### config.mk
export PLATFORM = sky130hd
export DESIGN_NAME = soc_system_flag_pio
export DESIGN_NICKNAME = d
export VERILOG_FILES = /design/src/rtl/soc_system_pio_pkg.sv /design/src/rtl/soc_system_pio_debounce.sv /design/src/rtl/soc_system_flag_pio.sv
export SDC_FILE = /design/constraint.sdc
export NUM_CORES = 1
export LEC_CHECK = 0
export CAP_MARGIN = 20
export CORE_ASPECT_RATIO = 1.75
export CORE_MARGIN = 2
export CORE_UTILIZATION = 40
export DETAILED_ROUTE_END_ITERATION = 16
export PLACE_DENSITY = 0.74
export SYNTH_ARGS = -nofsm -noshare
export SYNTH_HDL_FRONTEND = slang
export SYNTH_SLANG_ARGS = --single-unit
### constraint.sdc
create_clock -name clk -period 4.9 [get_ports clk]
set_clock_uncertainty 0.1 [all_clocks]
set_input_delay 0.98 -clock clk [delete_from_list [all_inputs] [get_ports clk]]
set_output_delay 0.98 -clock clk [all_outputs]
set_load 0.03 [all_outputs]
### src/rtl/soc_system_pio_pkg.sv
// Shared constants for the flag PIO: register word addresses, edge-type
// selectors and the event counter saturation value.
package soc_system_pio_pkg;

    localparam logic [1:0] ADDR_DATA     = 2'd0;
    localparam logic [1:0] ADDR_IRQ_MASK = 2'd1;
    localparam logic [1:0] ADDR_EDGE_CAP = 2'd2;
    localparam logic [1:0] ADDR_EVT_CNT  = 2'd3;

    localparam int EDGE_RISING  = 0;
    localparam int EDGE_FALLING = 1;
    localparam int EDGE_ANY     = 2;

    localparam logic [31:0] EVT_CNT_MAX = 32'hFFFF_FFFF;

endpackage

### src/rtl/soc_system_pio_debounce.sv
// One flag bit: 2-flop synchroniser followed by an optional stability filter.
// filt only follows the synchronised input once it has differed for DEBOUNCE_CYCLES cycles.
module soc_system_pio_debounce #(
    parameter int DEBOUNCE_CYCLES = 0
) (
    input  logic clk,
    input  logic reset,
    input  logic in_bit,
    output logic filt
);

    logic s1;
    logic s2;

    always_ff @(posedge clk or posedge reset) begin
        if (reset) begin
            s1 <= 1'b0;
            s2 <= 1'b0;
        end else begin
            s1 <= in_bit;
            s2 <= s1;
        end
    end

    generate
        if (DEBOUNCE_CYCLES == 0) begin : g_bypass
            assign filt = s2;
        end else begin : g_filter
            localparam int CW = $clog2(DEBOUNCE_CYCLES + 1);
            localparam logic [CW-1:0] LAST = CW'(DEBOUNCE_CYCLES - 1);

            logic [CW-1:0] cnt;
            logic          filt_q;

            // Any return to the filtered value restarts the stability count.
            always_ff @(posedge clk or posedge reset) begin
                if (reset) begin
                    cnt    <= '0;
                    filt_q <= 1'b0;
                end else if (s2 == filt_q) begin
                    cnt <= '0;
                end else if (cnt == LAST) begin
                    filt_q <= s2;
                    cnt    <= '0;
                end else begin
                    cnt <= cnt + 1'b1;
                end
            end

            assign filt = filt_q;
        end
    endgenerate

endmodule

### src/rtl/soc_system_flag_pio.sv
// Avalon-MM input PIO for status flags: synchronised/debounced inputs, W1C edge
// capture, interrupt mask, level irq and a saturating event counter.
module soc_system_flag_pio
    import soc_system_pio_pkg::*;
#(
    parameter int WIDTH           = 6,
    parameter int EDGE_TYPE       = 0,
    parameter int DEBOUNCE_CYCLES = 0
) (
    input  logic             clk,
    input  logic             reset,
    input  logic [1:0]       address,
    input  logic             read,
    input  logic             write,
    input  logic [31:0]      writedata,
    output logic [31:0]      readdata,
    input  logic [WIDTH-1:0] in_port,
    output logic             irq
);

    logic [WIDTH-1:0] filt;
    logic [WIDTH-1:0] prev;
    logic [WIDTH-1:0] edge_vec;
    logic [WIDTH-1:0] edge_capture;
    logic [WIDTH-1:0] irq_mask;
    logic [WIDTH-1:0] cap_clear;
    logic [31:0]      event_count;
    logic [31:0]      read_mux;
    logic             wr_mask;
    logic             wr_cap;
    logic             wr_cnt;
    logic             new_event;

    genvar gi;
    generate
        for (gi = 0; gi < WIDTH; gi++) begin : g_bit
            soc_system_pio_debounce #(
                .DEBOUNCE_CYCLES(DEBOUNCE_CYCLES)
            ) u_debounce (
                .clk   (clk),
                .reset (reset),
                .in_bit(in_port[gi]),
                .filt  (filt[gi])
            );
        end
    endgenerate

    always_ff @(posedge clk or posedge reset) begin
        if (reset) begin
            prev <= '0;
        end else begin
            prev <= filt;
        end
    end

    always_comb begin
        edge_vec = '0;
        if (EDGE_TYPE == EDGE_RISING) begin
            edge_vec = filt & ~prev;
        end else if (EDGE_TYPE == EDGE_FALLING) begin
            edge_vec = ~filt & prev;
        end else begin
            edge_vec = filt ^ prev;
        end
    end

    // Bus: a strobe is accepted in the cycle it is high (no wait states); a read
    // returns data one cycle later and sees register values from before any
    // write accepted in the same cycle.
    assign wr_mask   = write && (address == ADDR_IRQ_MASK);
    assign wr_cap    = write && (address == ADDR_EDGE_CAP);
    assign wr_cnt    = write && (address == ADDR_EVT_CNT);
    assign cap_clear = wr_cap ? writedata[WIDTH-1:0] : '0;
    assign new_event = |(edge_vec & ~edge_capture);

    always_ff @(posedge clk or posedge reset) begin
        if (reset) begin
            irq_mask     <= '0;
            edge_capture <= '0;
        end else begin
            if (wr_mask) begin
                irq_mask <= writedata[WIDTH-1:0];
            end
            // A fresh edge overrides a clear on the same bit.
            edge_capture <= (edge_capture & ~cap_clear) | edge_vec;
        end
    end

    always_ff @(posedge clk or posedge reset) begin
        if (reset) begin
            event_count <= '0;
        end else if (wr_cnt) begin
            event_count <= {31'd0, new_event};
        end else if (new_event && (event_count != EVT_CNT_MAX)) begin
            event_count <= event_count + 32'd1;
        end
    end

    always_comb begin
        read_mux = '0;
        case (address)
            ADDR_DATA:     read_mux[WIDTH-1:0] = filt;
            ADDR_IRQ_MASK: read_mux[WIDTH-1:0] = irq_mask;
            ADDR_EDGE_CAP: read_mux[WIDTH-1:0] = edge_capture;
            ADDR_EVT_CNT:  read_mux            = event_count;
            default:       read_mux            = '0;
        endcase
    end

    always_ff @(posedge clk or posedge reset) begin
        if (reset) begin
            readdata <= '0;
        end else if (read) begin
            readdata <= read_mux;
        end
    end

    assign irq = |(edge_capture & irq_mask);

endmodule

==> results of run 1 <==
[metrics by stage]
| step | util [%] | area [um2] |
|---|---|---|
| 4_1_cts | 50.1 | 5160 |
| 6_report | 50.1 | 5160 |
| 3_5_place_dp | 46.9 | 4830 |
| 3_3_place_gp | 46.9 | 4830 |
| 2_1_floorplan | - | 4230 |
| 5_1_grt | 50.1 | 5160 |
[layer usage]
metal | up-vias | GRT usage (%) | routed length, um
li1 | 1575 | - | -
met1 | 1572 | 20.1 | 3600
met2 | 81 | 30.9 | 5060
met3 | 24 | 3.29 | 325
met4 | 0 | 8.86 | 264
met5 | - | 0 | 0
[cells in the mapped netlist, drive strengths merged (2+ instances only)]
| library cell | n | area share, % |
|---|---|---|
| o211ai | 4 | 0.71 |
| clkbuf | 16 | 1.4 |
| mux2 | 12 | 3.2 |
| buf | 6 | 0.71 |
| or2 | 2 | 0.30 |
| mux4 | 6 | 3.2 |
| mux2i | 5 | 1.2 |
| a22oi | 3 | 0.53 |
| o21ai | 41 | 4.9 |
| nor3 | 2 | 0.24 |
| and3 | 3 | 0.44 |
| and4 | 2 | 0.41 |
| nand2b | 7 | 1.0 |
| o31ai | 16 | 2.8 |
| inv | 34 | 3.0 |
| dfrtp | 94 | 56 |
| nor3b | 4 | 0.71 |
| or4 | 21 | 3.7 |
| nand2 | 62 | 5.5 |
| nand3 | 14 | 1.7 |
| or3 | 9 | 1.3 |
| nor2 | 7 | 0.62 |
| nand4 | 8 | 1.3 |
| a21oi | 24 | 2.8 |
| nor4 | 6 | 1.0 |
[cell type report]
cell class,instances,area (um2)
Fill cell,952,5140
Clock buffer,11,253
Sequential cell,94,2350
Inverter,34,129
Tap cell,127,159
Clock inverter,5,78.8
Timing Repair Buffer,54,531
Multi-Input combinational cell,266,1660
[power by group through the flow]
stage	sequential [W]	combinational [W]	clock, W
finish	0.000868	0.000191	0.000773
global route	0.000874	0.000209	0.000824
CTS	0.000867	0.000195	0.000785
detailed placement	0.000881	0.000194	0
global placement	0.000879	0.000188	0
floorplan	0.000888	0.000107	0
[cell families (layout without fill, tap and decap cells)]
kind of cell	after synthesis	count (layout)	share of synthesized area, %
AOI/OAI and AO/OA	93	93	12.7
adders and majority gates	1	1	0.296
buffers and inverters	56	104	5.15
DFF	94	94	55.6
muxes	23	23	7.57
and+or+nand+nor	149	149	18.7
[state kept, by name, indices dropped and copies added (netlist names)]
register               flops
g_bit.u_debounce.filt      6
prev                       6
readdata                  32
g_bit.u_debounce.s1        6
edge_capture               6
event_count               32
irq_mask                   6
[placed cells by master (no fill, tap or decap), types with 3 or more instances in the layout]
| cell type | instances |
|---|---|
| a21oi_1 | 24 |
| a22oi_1 | 3 |
| and3_1 | 3 |
| buf_4 | 4 |
| clkbuf_16 | 9 |
| clkdlybuf4s50_1 | 50 |
| clkinv_2 | 3 |
| dfrtp_1 | 94 |
| inv_1 | 33 |
| mux2_2 | 12 |
| mux2i_1 | 5 |
| mux4_2 | 6 |
| nand2_1 | 62 |
| nand2b_1 | 7 |
| nand3_1 | 14 |
| nand4_1 | 7 |
| nor2_1 | 7 |
| nor3b_1 | 4 |
| nor4_1 | 5 |
| o211ai_1 | 4 |
| o21ai_0 | 41 |
| o31ai_1 | 16 |
| or3_1 | 9 |
| or4_1 | 21 |
[path summary, 6_finish.rpt]
| path | from | end | slack [ns] | cells after the start |
|---|---|---|---|---|
| min reg2reg | g_bit[0].u_debounce.s1 | g_bit[0].u_debounce.filt | 0.25 | 0 |
| max | address[0] | event_count[2] | 1.93 | 4 |
| min | g_bit[0].u_debounce.s1 | g_bit[0].u_debounce.filt | 0.25 | 0 |
| max reg2reg | event_count[13] | event_count[12] | 2.34 | 5 |
| min in group asynchronous | reset | readdata[27] | 0.90 | 2 |
| max in group asynchronous | reset | readdata[8] | 2.64 | 3 |
==> flow_metrics.env, run 1 <==
export IMPL_stdcell_count=591
export IMPL_maxSlewHeadroom_pct=28.5
export IMPL_drtIter0Drc=348
export IMPL_outcome="finished, final reports clean"
export IMPL_fmax_mhz=337
export IMPL_wire_per_inst_um=15.6
export IMPL_worst_path_max_fanout=27
export IMPL_seqPwrFrac_pct=47.4
export IMPL_clkPwrFrac_pct=42.2
export IMPL_coreArea_mm2=0.0103
export IMPL_critPathLaunchType="primary input"
export IMPL_area_growth_pct=22.0
export IMPL_gp_congestion=0.784
export IMPL_switching_share_pct=24.2
export IMPL_drtAntennaViolNets=0
export IMPL_preCtsSetupSlack_ns=1.58
export IMPL_cap_violations=0
export IMPL_die_area_mm2=0.0114
export IMPL_grt_first_pass_wirelength_um=15600
export IMPL_synth_edf_count=0
export IMPL_grt_pass1_vias=3283
export IMPL_remaining_drc_errors=0
export IMPL_cp_slowest_stage_delay_ns=0.97
export IMPL_chipWidth_um=81.7
export IMPL_clkSlewWorstSetupHoldPaths_ns=0.06
export IMPL_crit_buf_inv=1
export IMPL_yosys_most_used_dff="dfrtp_1"
export IMPL_arrival_ns=3.11
export IMPL_syn_num_nets=461
export IMPL_die_y_um=140
export IMPL_drt_pass1_iterations=4
export IMPL_cts_root_buf="clkbuf_16"
export IMPL_pwr_share_comb_pct=10.4
export IMPL_yosys_register_bits=94
export IMPL_tritoncts="yes"
export IMPL_cts_buffers=9
export IMPL_n_antenna_cell=0
export IMPL_dr_total_vias=3252
export IMPL_hold_buffers=0
export IMPL_placed_cells=575
export IMPL_leakagePower_nw=2.05
export IMPL_antenna_found_initial=0
export IMPL_nets=504
export IMPL_clock_path_buffers=2
export IMPL_setup_viol=0
export IMPL_path_cells="clkdlybuf4s50_1, and3_1, nor2_1, a41o_1"
export IMPL_syn_cell_area_mm2=0.00423
export IMPL_post_cts_buffers=0
export IMPL_fin_ws_ns=1.93
export IMPL_ios=77
export IMPL_critical_path_slowest_cell="and3_1"
export IMPL_crit_required_ns=5.04
export IMPL_ir_drop_uv=198
export IMPL_avgViaCountPerCell=5.50
export IMPL_cts_sinks=94
export IMPL_rsz0062_at_grt="no"
export IMPL_critical_path_top_delay_family="simple AND/OR/NAND/NOR gates"
export IMPL_start_util_pct=41.1
export IMPL_cellPowerDensity_mw_per_mm2=355
export IMPL_grt_max_degree=60
export IMPL_synth_seq_area_share_pct=55.6
export IMPL_maxSlewViolCount=0
export IMPL_overflow=0
export IMPL_post_dp_hpwl_um=6440
export IMPL_p_int_w=0.00139
export IMPL_rows=49
export IMPL_synth_avg_cell_area_um2=10.2
export IMPL_endpoint_kind="register"
export IMPL_path_class="primary input to register"
export IMPL_drive_above_1_share_pct=9.27
export IMPL_synthCells=416
export IMPL_synth_warnings=0
export IMPL_post_route_min_period_ns=2.97
export IMPL_finalSetupTns_ns=0
export IMPL_finalHoldViolCount=0
export IMPL_grtUsageTotal_pct=17.7
export IMPL_synth_cell_type_count=35
export IMPL_hp_class="register to register"
export IMPL_worstMarginPinSlew_ns=1.07
export IMPL_h_tree_depth=3
export IMPL_timing_hold_ws_ns=0.249
export IMPL_wl_um=9250
export IMPL_finalPower_w=0.00183
export IMPL_async_reset_ff_share_pct=100
export IMPL_clock_latency_ns=0.35
export IMPL_post_route_period_util_pct=60.6
export IMPL_port_buffers=50
export IMPL_net_switching_power_w=0.000444
export IMPL_cts_resized=0
No activity file was read; power rests on OpenSTA's default activity.
==> inputs of run 2 (changes only) <==
--- a/config.mk
+++ b/config.mk
@@ -10,7 +10,7 @@
 export CORE_MARGIN = 2
 export CORE_UTILIZATION = 40
 export DETAILED_ROUTE_END_ITERATION = 16
-export PLACE_DENSITY = 0.74
+export PLACE_DENSITY = 0.76
 export SYNTH_ARGS = -nofsm -noshare
 export SYNTH_HDL_FRONTEND = slang
 export SYNTH_SLANG_ARGS = --single-unit
==> constraint.sdc (replaced) <==
create_clock -name clk -period 2.7 [get_ports clk]
set_clock_uncertainty 0.1 [all_clocks]
set_input_delay 0.54 -clock clk [delete_from_list [all_inputs] [get_ports clk]]
set_output_delay 0.54 -clock clk [all_outputs]
set_load 0.03 [all_outputs]
==> flow_metrics.env, run 2 (synthesized netlist as in run 1, its figures left out) <==
export IMPL_fin_ws_ns=0.331
export IMPL_chipWidth_um=81.7
export IMPL_maxSlewViolCount=0
export IMPL_crit_required_ns=2.06
export IMPL_hold_start="g_bit[5].u_debounce.s1"
export IMPL_drt_pass1_iterations=5
export IMPL_final_area_mm2=0.00522
export IMPL_cts_root_buf="clkbuf_16"
export IMPL_grt_max_degree=78
export IMPL_die_area_mm2=0.0114
export IMPL_hold_depth=0
export IMPL_clock_latency_ns=0.35
export IMPL_fmax_mhz=422
export IMPL_coreArea_mm2=0.0103
export IMPL_critPathLaunchType="register"
export IMPL_path_class="register to primary output"
export IMPL_h_tree_depth=3
export IMPL_nets=514
export IMPL_cts_resized=0
export IMPL_antenna_found_initial=0
export IMPL_area_sequential_mm2=0.00235
export IMPL_drive_above_1_share_pct=11.0
export IMPL_clkSlewWorstSetupHoldPaths_ns=0.07
export IMPL_cts_buffers=9
export IMPL_rr_startpoint="event_count[0]"
export IMPL_cts_sinks=94
export IMPL_post_dp_hpwl_um=6620
export IMPL_critical_path_top_delay_family="buffers and inverters"
export IMPL_outcome="finished, final reports clean"
export IMPL_setup_viol=0
export IMPL_wire_per_inst_um=15.6
export IMPL_cp_slowest_stage_delay_ns=0.61
export IMPL_maxSlewHeadroom_pct=63.5
export IMPL_hp_class="register to register"
export IMPL_ir_drop_uv=422
export IMPL_drtIter0Drc=272
export IMPL_tritoncts="yes"
export IMPL_worstMarginPinSlew_ns=0.545
export IMPL_crit_buf_inv=1
export IMPL_grtUsageTotal_pct=18.0
export IMPL_reg2regPathDepth=7
export IMPL_gp_congestion=0.830
export IMPL_post_cts_buffers=0
export IMPL_avgViaCountPerCell=5.62
export IMPL_start_util_pct=41.1
export IMPL_worst_path_max_fanout=4
export IMPL_leakagePower_nw=2.07
export IMPL_clock_path_buffers=2
export IMPL_cp_depth=3
export IMPL_final_cell_mix="dfrtp_1, nand2_1, clkdlybuf4s50_1"
export IMPL_ios=77
export IMPL_rows=49
export IMPL_finalSetupTns_ns=0
export IMPL_post_route_period_util_pct=87.7
export IMPL_preCtsSetupSlack_ns=0.347
export IMPL_mostFrequentLayoutCell="dfrtp_1"
export IMPL_top_regs="event_count (32), readdata (32)"
export IMPL_placed_cell_area_mm2=0.00492
export IMPL_die_y_um=140
export IMPL_critical_path_slowest_cell="clkdlybuf4s50_1"
export IMPL_hold_buffers=0
export IMPL_n_antenna_cell=0
export IMPL_wl_um=9350
export IMPL_cap_violations=0
export IMPL_grt_first_pass_wirelength_um=16000
export IMPL_area_growth_pct=23.4
export IMPL_dr_total_vias=3380
export IMPL_post_route_min_period_ns=2.37
export IMPL_finalHoldViolCount=0
export IMPL_endpoint_kind="primary output"
export IMPL_overflow=0
export IMPL_port_buffers=50
export IMPL_drtAntennaViolNets=0
export IMPL_arrival_ns=1.73
export IMPL_cellPowerDensity_mw_per_mm2=616
export IMPL_multiInputGateArea_mm2=0.00166
export IMPL_grt_pass1_vias=3446
export IMPL_path_cells="a22oi_1, nand3_1, clkdlybuf4s50_1"
export IMPL_critPathLaunch="edge_capture[5]"
export IMPL_remaining_drc_errors=0
export IMPL_nFillCells=933
export IMPL_rsz0062_at_grt="no"
==> run 2: final cells by class <==
cell class              instances  share of cell area (%)
flip-flops and latches         94                    45.1
multi-input cells             266                    31.8
repair buffers                 64                    11.8
clock buffers                  10                    4.39
well taps                     127                    3.04
inverters                      34                    2.52
clock inverters                 6                    1.32
==> run 2: final timing paths <==
path	slack [ns]	to
max reg2reg	0.41	event_count[14]
min in group asynchronous	0.44	readdata[25]
max	0.33	irq
min	0.25	g_bit[5].u_debounce.filt
min reg2reg	0.25	g_bit[5].u_debounce.filt
max in group asynchronous	1.33	event_count[6]
==> run 2: worst reg2reg max path: stages, from the launching register on <==
cell and delay (ns):
dfrtp_1 0.46, ha_1 0.25, nand3_1 0.16, nor2_1 0.23, o21ai_0 0.15, buf_4 0.20, or4_1 0.51, a21oi_1 0.17
==> run 2: power breakdown <==
group	switching [W]	leakage, nW	internal, W
logic	0.000185	0.714	0.000172
registers	0.0000861	1.22	0.00149
clock network	0.000555	0.144	0.000726
==> run 2: through the flow <==
stage          hold WS (ns)  total power (W)  cells  util [%]
2_1_floorplan         0.231          0.00181    416         -
3_3_place_gp          0.233          0.00195    585      47.8
3_5_place_dp          0.236          0.00197    585      47.8
4_1_cts               0.252          0.00324    601      50.7
5_1_grt               0.262          0.00335    601      50.7
6_report              0.250          0.00322    601      50.7
==> run 2: metal layers <==
metal  vias up  wire, um  track usage, %
met4         0       419            12.5
met1      1660      3570            20.5
met3        30       324            2.64
met2        96      5040            30.1
met5         -         0               0
li1       1594         -               -
